$ cat src/rtl/mat_scan_pkg.sv
`default_nettype none
// +----------------------------------------------------------------------------+
// | Module      : mat_scan_pkg                                                 |
// | Description : Shared 8x8 block geometry and zigzag-to-raster address map.  |
// | Revision    : 1.0  initial release                                         |
// +----------------------------------------------------------------------------+
package mat_scan_pkg;

    localparam int MAT_N  = 8;
    localparam int MAT_SZ = MAT_N * MAT_N;
    localparam int IDX_W  = 6;

    typedef logic [IDX_W-1:0] idx_t;

    // Entry k is the raster address (8*row + col) of the k-th zigzag coefficient.
    localparam idx_t ZZ2RASTER [MAT_SZ] = '{
        6'd0,  6'd1,  6'd8,  6'd16, 6'd9,  6'd2,  6'd3,  6'd10,
        6'd17, 6'd24, 6'd32, 6'd25, 6'd18, 6'd11, 6'd4,  6'd5,
        6'd12, 6'd19, 6'd26, 6'd33, 6'd40, 6'd48, 6'd41, 6'd34,
        6'd27, 6'd20, 6'd13, 6'd6,  6'd7,  6'd14, 6'd21, 6'd28,
        6'd35, 6'd42, 6'd49, 6'd56, 6'd57, 6'd50, 6'd43, 6'd36,
        6'd29, 6'd22, 6'd15, 6'd23, 6'd30, 6'd37, 6'd44, 6'd51,
        6'd58, 6'd59, 6'd52, 6'd45, 6'd38, 6'd31, 6'd39, 6'd46,
        6'd53, 6'd60, 6'd61, 6'd54, 6'd47, 6'd55, 6'd62, 6'd63
    };

    function automatic idx_t zz2raster(input idx_t idx);
        return ZZ2RASTER[idx];
    endfunction

endpackage
`default_nettype wire

$ cat src/rtl/mat_pp_buf.sv
`default_nettype none
// +----------------------------------------------------------------------------+
// | Module      : mat_pp_buf                                                   |
// | Description : Two-bank 64-entry coefficient store, one write port and one  |
// |               registered read port. Bank selection is owned by the parent. |
// | Revision    : 1.0  initial release                                         |
// +----------------------------------------------------------------------------+
module mat_pp_buf
    import mat_scan_pkg::*;
#(
    parameter int DATA_W = 10
) (
    input  logic              clk,
    input  logic              rst,
    input  logic              i_wr_bank,
    input  idx_t              i_wr_addr,
    input  logic [DATA_W-1:0] i_wr_data,
    input  logic              i_wr_en,
    input  logic              i_rd_bank,
    input  idx_t              i_rd_addr,
    input  logic              i_rd_en,
    output logic [DATA_W-1:0] o_rd_data
);

    logic [DATA_W-1:0] r_mem [2*MAT_SZ];
    logic [DATA_W-1:0] r_rd_data;

    // Storage is deliberately left out of reset so it maps onto plain RAM.
    always_ff @(posedge clk) begin
        if (i_wr_en) begin
            r_mem[{i_wr_bank, i_wr_addr}] <= i_wr_data;
        end
    end

    always_ff @(posedge clk) begin
        if (rst) begin
            r_rd_data <= '0;
        end else if (i_rd_en) begin
            r_rd_data <= r_mem[{i_rd_bank, i_rd_addr}];
        end
    end

    assign o_rd_data = r_rd_data;

endmodule
`default_nettype wire

$ cat src/rtl/mat_unscan.sv
`default_nettype none
// +----------------------------------------------------------------------------+
// | Module      : mat_unscan                                                   |
// | Description : Inverse zigzag reorder of 8x8 blocks, zigzag in / raster out,|
// |               ping-pong banked for one coefficient per cycle each way.     |
// |               Define MAT_UNSCAN_LAST_EN to add the last_out port.          |
// | Revision    : 1.0  initial release                                         |
// +----------------------------------------------------------------------------+
module mat_unscan
    import mat_scan_pkg::*;
#(
    parameter int DATA_W = 10
) (
    input  logic              clk,
    input  logic              rst,
    input  logic              vld_in,
    output logic              in_rdy,
    input  logic [DATA_W-1:0] din,
    output logic              vld_out,
    input  logic              out_rdy,
    output logic [DATA_W-1:0] dout
`ifdef MAT_UNSCAN_LAST_EN
    ,
    output logic              last_out
`endif
);

    localparam idx_t c_last_idx = IDX_W'(MAT_SZ - 1);

    idx_t        r_wr_cnt;
    idx_t        r_rd_cnt;
    logic        r_wb;
    logic        r_rb;
    logic [1:0]  r_full;
    logic [1:0]  w_full_nxt;
    logic        r_vld_out;
    logic        w_wr_fire;
    logic        w_rd_fire;
    idx_t        w_wr_addr;

    assign in_rdy    = !r_full[r_wb];
    assign w_wr_fire = vld_in && in_rdy;
    // A new word is fetched whenever the output register is empty or being drained.
    assign w_rd_fire = r_full[r_rb] && (!r_vld_out || out_rdy);
    assign w_wr_addr = zz2raster(r_wr_cnt);

    // Write and read never target the same bank, so set and clear cannot collide.
    always_comb begin
        w_full_nxt = r_full;
        if (w_wr_fire && (r_wr_cnt == c_last_idx)) begin
            w_full_nxt[r_wb] = 1'b1;
        end
        if (w_rd_fire && (r_rd_cnt == c_last_idx)) begin
            w_full_nxt[r_rb] = 1'b0;
        end
    end

    always_ff @(posedge clk) begin
        if (rst) begin
            r_wr_cnt  <= '0;
            r_rd_cnt  <= '0;
            r_wb      <= 1'b0;
            r_rb      <= 1'b0;
            r_full    <= '0;
            r_vld_out <= 1'b0;
        end else begin
            r_full <= w_full_nxt;
            if (w_wr_fire) begin
                r_wr_cnt <= r_wr_cnt + 1'b1;
                if (r_wr_cnt == c_last_idx) begin
                    r_wb <= !r_wb;
                end
            end
            if (w_rd_fire) begin
                r_vld_out <= 1'b1;
                r_rd_cnt  <= r_rd_cnt + 1'b1;
                if (r_rd_cnt == c_last_idx) begin
                    r_rb <= !r_rb;
                end
            end else if (out_rdy) begin
                r_vld_out <= 1'b0;
            end
        end
    end

    mat_pp_buf #(
        .DATA_W (DATA_W)
    ) u_buf (
        .clk       (clk),
        .rst       (rst),
        .i_wr_bank (r_wb),
        .i_wr_addr (w_wr_addr),
        .i_wr_data (din),
        .i_wr_en   (w_wr_fire),
        .i_rd_bank (r_rb),
        .i_rd_addr (r_rd_cnt),
        .i_rd_en   (w_rd_fire),
        .o_rd_data (dout)
    );

    assign vld_out = r_vld_out;

`ifdef MAT_UNSCAN_LAST_EN
    logic r_last;

    always_ff @(posedge clk) begin
        if (rst) begin
            r_last <= 1'b0;
        end else if (w_rd_fire) begin
            r_last <= (r_rd_cnt == c_last_idx);
        end else if (out_rdy) begin
            r_last <= 1'b0;
        end
    end

    assign last_out = r_last;
`endif

endmodule
`default_nettype wire

$ cat config.mk
export PLATFORM = sky130hd
export DESIGN_NAME = mat_unscan
export DESIGN_NICKNAME = d
export VERILOG_FILES = /design/src/rtl/mat_scan_pkg.sv /design/src/rtl/mat_pp_buf.sv /design/src/rtl/mat_unscan.sv
export SDC_FILE = /design/constraint.sdc
export NUM_CORES = 1
export LEC_CHECK = 0
export ABC_CLOCK_PERIOD_IN_PS = 4680
export BUFFER_PORTS_ARGS = -buffer_cell sky130_fd_sc_hd__buf_4
export CAP_MARGIN = 5
export CORE_ASPECT_RATIO = 0.9
export CORE_UTILIZATION = 63
export DETAILED_ROUTE_END_ITERATION = 12
export PLACE_DENSITY = 0.79
export SKIP_LAST_GASP = 1
export SLEW_MARGIN = 15
export SYNTH_ARGS = -nofsm -noshare
export SYNTH_HDL_FRONTEND = slang
export SYNTH_HIERARCHICAL = 1
export SYNTH_SLANG_ARGS = --single-unit
$ cat constraint.sdc
create_clock -name clk -period 4.68 [get_ports clk]
set_clock_uncertainty 0.1 [all_clocks]
set_input_delay 1.17 -clock clk [delete_from_list [all_inputs] [get_ports clk]]
set_output_delay 1.17 -clock clk [all_outputs]
set_load 0.005 [all_outputs]
### Yosys cells after proc, flatten, opt, wreduce, memory -nomap -nowiden

Memory sizes are Yosys's and may differ from the RTL's. A register that Yosys moved wholly into a read port is not among the register bits.
Index checks and enable logic that the tools add are counted.

* add/sub/neg operators: 2
* order comparisons: 5
* eq/ne operators: 2
* muxes and demuxes: 16
* bitwise operators: 4
* reductions and logical operators: 14

Operators by type and width (count)
* adder 6 x 1 -> 6 bit (second input constant): 2
* == test 6 bit (second input constant): 2
* 2-to-1 mux 6 bit: 2
* 2-to-1 mux 1 bit: 10
* greater-or-equal comparator 7 bit (second input constant): 1
* NOT 6 -> 7 bit: 1
* logical AND 1 bit: 6
* zero test 1 bit: 4
* less-than comparator 1 x 2 -> 1 bit (second input constant): 2
* 2-to-1 mux 2 bit: 2
* AND reduction 2 bit: 2
* bitwise AND 2 bit: 1
* demux 1 bit (select 1 bit): 2
* greater-or-equal comparator 1 bit (second input constant): 2
* NOT 2 bit: 1
* bitwise OR 2 bit: 1
* nonzero test 2 bit: 1
* logical OR 1 bit: 1

* flip-flop bits (word level): 17
* bits in writable memories: 1280
* bits in read-only memories: 384
* input bits: 14
* output and inout port bits: 12
* word-level logic and storage cells: 51
* memories: 2

Memory list
* u_buf.r_mem: depth 128, bits a word 10, rd ports 1, clocked after memory_dff 1, write ports 1, line mat_pp_buf.sv:25 `logic [DATA_W-1:0] r_mem [2*MAT_SZ];`
* (name not given): depth 64, bits a word 6, rd ports 1, clocked after memory_dff 0, write ports 0, line mat_scan_pkg.sv:28 `return ZZ2RASTER[idx];`

### Logic depth before layout (Yosys ltp)

* word-level depth: 8
* depth in mapped cells: 12
* depth with buffers taken out: 10

### By module

Netlist, hierarchy kept.

Modules (own cells, without submodules)
* mat_pp_buf: times used 1, cells an instance 2337, area each 50812.5 um^2, sequential area each 38637.1 um^2
* mat_unscan: times used 1, cells an instance 189, area each 1476.4 um^2, sequential area each 340.3 um^2

### Least setup slack after synthesis

Ideal clock, no wire load.

* kind: register to register
* start point: register r_wr_cnt[0]
* end point: memory u_buf.r_mem[102][0], enable pin
* arrival: 3.261 ns
* data required time: 4.190 ns
* path slack: 0.929 ns
* stages on the path, launching flop included: 11
* buffers on the path: 1
* clock period less this slack: 3.751 ns
* cell sequence: dfxtp_1 -> buf_2 -> inv_1 -> ha_1 -> inv_1 -> o211ai_1 -> o21ai_0 -> mux4_2 -> nor2_1 -> nand4_1 -> nor3_1

* cells in the longest elaborated chain, start to end: 4

Ends and longest elaborated chain
* start: declaration: line mat_unscan.sv:30 `idx_t r_wr_cnt;`
* start signal: assignment: line mat_unscan.sv:69 `r_wr_cnt <= r_wr_cnt + 1'b1;`
* NOT 6 -> 7 bit (not written as such): line mat_scan_pkg.sv:28
* memory (64 x 6 bit)
* 2-to-1 mux 6 bit (not written as such) (2 in series): line mat_scan_pkg.sv:28
* named net w_wr_addr[4]: line mat_unscan.sv:39 `idx_t w_wr_addr;`
* end: declaration: line mat_pp_buf.sv:25

The timed path passes the listed nets, and every way through them passes these cells. The select of a mux whose other input is x is not followed.

### Final worst setup path

* start point: register r_wr_cnt[1]
* end point: memory u_buf.r_mem[98][4], enable pin

Same word-level chain as after synthesis.

==> summary.txt <==
Power
  • Power Dens Cells: between 300 and 400 nW/µm²
  • Max rail drop VDD: ~0.00035 V
  • Switching pwr: between 4000 and 5000 µW
  • Clock share of power: between 40% and 50%
  • Internal power: 18400 µW
  • P_leak: 0.0180 µW
  • Sequential Power Share: roughly 56%
  • Sw Ratio: 19.8%
  • Comb pwr share: about 1.7%

CTS
  • CTS tree: yes
  • Total CTS buffers: 120
  • PostCTS Resize Cnt: 0
  • Clock Path Buffers: 3
  • H-tree Lvls: 3
  • Root Buffer: clkbuf_16
  • Post-CTS Hold Buffers: 0
  • Clock transition at path regs: ~70 ps
  • Clk_lat worst skew: 710 ps
  • Post-CTS Setup Inserts: 0
  • Clk sinks: approximately 1300

Setup path
  • CP Data Required Time: 4970 ps
  • CP startpoint kind: flop
  • Crit Path Category: flop to flop
  • RR Startpoint: r_wr_cnt[1]$_SDFFE_PP0P_
  • Reg2reg setup slack: between 400 and 500 ps
  • Cell Chain, Critical Path: inv_1 -> ha_1 -> inv_1 -> o211ai_1 -> o21ai_0 -> mux4_2 -> nor2_1 -> nand4_1 -> nor3_1 -> buf_4
  • Crit path buffers/inverters: 3
  • Critical path's most frequent cell: inv_1
  • Delay-heaviest family, CP: simple AND/OR/NAND/NOR gates
  • Critical Path AT: roughly 4600 ps
  • Critical R2R Capture: u_buf/r_mem[98][4]$_DFFE_PP_
  • R2R depth: 10
  • Worst-path maximum fanout: 10
  • Worst path max stage delay: 580 ps
  • Slowest-stage cell, CP: mux4_2
  • Nature of the critical path endpoint: flop

Status
  • Status: finished, final reports clean

Yosys
  • Area contributors post-synth: edfxtp_1 (74%), mux4_2 (7.9%), mux4_1 (5.0%)
  • Largest area contributor in the netlist: edfxtp_1
  • Synth Flop Type: edfxtp_1
  • Async SR Flop Fraction: 0%
  • Gate Count Post-Synth: roughly 2500
  • Yosys cell types: roughly 60
  • YS warnings: 6
  • Synth top area share: between 70% and 80%
  • Post-synth EDFFs: 1280
  • Sequential cell area fraction in the yosys report: about three quarters
  • Avg Cell Area, Syn: slightly above 20 µm²
  • Mapped Area: between 50000 and 60000 µm²
  • Mapped Nets: between 2000 and 3000
  • #FFs+latches synth: 1307

Flow run
  • Maxcap violations: 0

Cells and area
  • Ant. Diodes: 0
  • Final instance area: 58300 µm²
  • Nets: about 2800
  • Share of post-route cells with drive strength above 1: around 22%
  • Final cell count without fillers: just under 4000
  • # fillers: approximately 4500
  • Synth-to-Final Area Change: 11.5%

Detailed routing
  • Initial DRC count: just under 4000
  • # DRC: 0
  • Routed Wire Length: between 100000 and 150000 µm
  • Via count: roughly 27000
  • Antenna Violating Nets Remaining: 0
  • Via/cell ratio: 6.92
  • DRT Pass-1 Iters: 6
  • DR WL/cell: around 32 µm

Floorplanning
  • Die Ht: about 280 µm
  • IO Count: 26
  • # rows: 99
  • Die X-Extent: about 310 µm
  • Core area: a little over 80000 µm²
  • Initial Utilization: around 64%
  • Die Footprint: approximately 84000 µm²

Place
  • IO buf count: 25
  • Dpl cells: ~3700
  • RD Place Congestion: just over 0.9
  • Pre-CTS setup slack: about 570 ps
  • DP Area: approximately 54000 µm²
  • Hpwl dp: approximately 75000 µm

GRT
  • First-pass GRT wire length: around 180000 µm
  • GRT Overall Usage: around 30%
  • GRT overflow: 0
  • Vias in the first global route: between 20000 and 30000
  • Initial antenna violation count: 2
  • Largest net degree at the start of global routing: about 130

Timing
  • Final hold violations: 0
  • Worst setup margin: 403 ps
  • Final hold slack: 420 ps
  • Setup violations, final: 0
  • Slew @ Worst Pin: 1260 ps
  • Minimum clock period: approximately 4300 ps
  • Slew Viols, Final: 0
  • Relative slew slack: 15.8%
  • Unrepaired setup endpoints after global routing: no
  • Setup TNS: 0 ps
  • Final period util: between 90% and 100%
  • Max Fclk: 234 MHz

Min path
  • Worst Hold Class: flop to flop
  • Hold Startpoint: r_full[0]$_SDFF_PP0_
  • WHS Path Cells: 1
  • Hold Path End: r_full[0]$_SDFF_PP0_
==> routing by layer <==
layer,vias to the layer above,routed length (µm),share of wire (%),track usage (%)
met4,4,4830,3.8,10.6
li1,11004,-,-,-
met5,-,21,0.017,0
met1,13851,47000,37,42.2
met2,1874,58300,46,46.7
met3,299,15400,12,8.26
==> state kept, by name, summed over array words and instances, names as in the netlist <==
| name | count |
|---|---|
| r_wb | 1 |
| r_rb | 1 |
| r_full | 2 |
| vld_out | 1 |
| u_buf/o_rd_data | 10 |
| r_wr_cnt | 6 |
| u_buf/r_mem | 1280 |
| r_rd_cnt | 6 |
==> power by group through the flow <==
stage                     registers, µW  clock network, µW  logic, µW
after global placement            13100                  0        371
final                             12900               9720        391
after CTS                         12900               9790        388
after global routing              12900              10200        409
after detailed placement          13100                  0        389
after floorplan                   13100                  0       97.9
==> synth_stat cells (6+ instances only) <==
cell	count
dfxtp_1	27
mux4_1	100
nand2_1	59
nor2b_1	22
a32o_1	6
nor2_1	163
a22oi_1	68
xnor2_1	12
buf_2	31
nand4_1	11
inv_1	14
nor4_1	6
a2111oi_2	10
o21ai_0	12
and2_1	6
o22ai_1	10
nand3_1	27
buf_6	16
clkbuf_1	35
mux4_2	183
clkbuf_8	15
buf_8	8
ha_1	15
buf_12	13
a221oi_1	17
o211ai_1	9
nor3_1	22
a211oi_1	18
edfxtp_1	1280
a21oi_1	53
a31oi_1	19
buf_4	13
mux2i_1	167
nand2b_1	16
==> cell type report <==
| cell class | instances | area (µm²) | share of cell area (%) |
|---|---|---|---|
| well taps | 1060 | 1330 | 2.27 |
| clock inverters | 81 | 757 | 1.30 |
| clock buffers | 142 | 3170 | 5.43 |
| repair buffers | 233 | 1950 | 3.34 |
| multi-input cells | 1066 | 12100 | 20.7 |
| inverters | 16 | 60.1 | 0.103 |
| flip-flops and latches | 1307 | 39000 | 66.9 |
==> per-stage QoR <==
step / util (%) / power (µW)
4_1_cts: 71.4 / 23000
3_3_place_gp: 66.6 / 13500
2_1_floorplan: - / 13200
5_1_grt: 71.4 / 23500
6_report: 71.4 / 23000
3_5_place_dp: 66.6 / 13500
==> worst max-delay path by stage <==
stage | slack, ps | cells past startpoint | end | from
CTS | 550 | 10 | u_buf/r_mem[98][6]$_DFFE_PP_ | r_wr_cnt[1]$_SDFFE_PP0P_
detailed placement | 570 | 10 | u_buf/r_mem[98][6]$_DFFE_PP_ | r_wr_cnt[1]$_SDFFE_PP0P_
global placement | 710 | 10 | u_buf/r_mem[98][2]$_DFFE_PP_ | r_wr_cnt[1]$_SDFFE_PP0P_
floorplan | 930 | 10 | u_buf/r_mem[102][0]$_DFFE_PP_ | r_wr_cnt[0]$_SDFFE_PP0P_
finish | 400 | 10 | u_buf/r_mem[98][4]$_DFFE_PP_ | r_wr_cnt[1]$_SDFFE_PP0P_
global route | 160 | 10 | u_buf/r_mem[98][5]$_DFFE_PP_ | r_wr_cnt[1]$_SDFFE_PP0P_
==> worst register-to-register path: stages, from the launching register on <==
cell      delay (ps)
dfxtp_1          520
inv_1            210
ha_1             450
inv_1            110
o211ai_1         180
o21ai_0          100
mux4_2           580
nor2_1           500
nand4_1          390
nor3_1           540
buf_4            290
==> cell usage in the layout (no fill, tap or decap), types with 4 or more instances in the layout <==
master	count
clkinv_1	32
clkbuf_8	4
nor2_1	163
a22oi_1	68
mux2i_1	167
ha_1	15
nand2b_1	16
nor3_1	22
a2111oi_2	10
inv_6	6
buf_4	217
nand4_1	11
edfxtp_1	1280
inv_1	14
clkinv_2	16
nand3_1	27
bufinv_16	12
nor4_1	6
mux2_2	4
mux4_1	100
clkinvlp_4	10
a21oi_1	53
o211ai_1	9
a211oi_1	18
clkbuf_16	122
a31oi_1	19
clkbuf_1	16
nand2_1	59
o22ai_1	10
nor2b_1	22
o21ai_0	12
a22o_1	4
a221oi_1	17
xnor2_1	12
and2_1	6
mux4_2	183
buf_12	16
a32o_1	6
dfxtp_1	23
==> logic make-up after synthesis <==
group	count (synthesis)	share of synthesized area, %
compound gates	239	3.30
xor+xnor	12	0.201
fa+ha+maj	15	0.359
buf+inv	153	2.38
flops	1307	74.5
mux	454	16.2
simple gates	346	3.02
(Power assumes the default switching activity.)
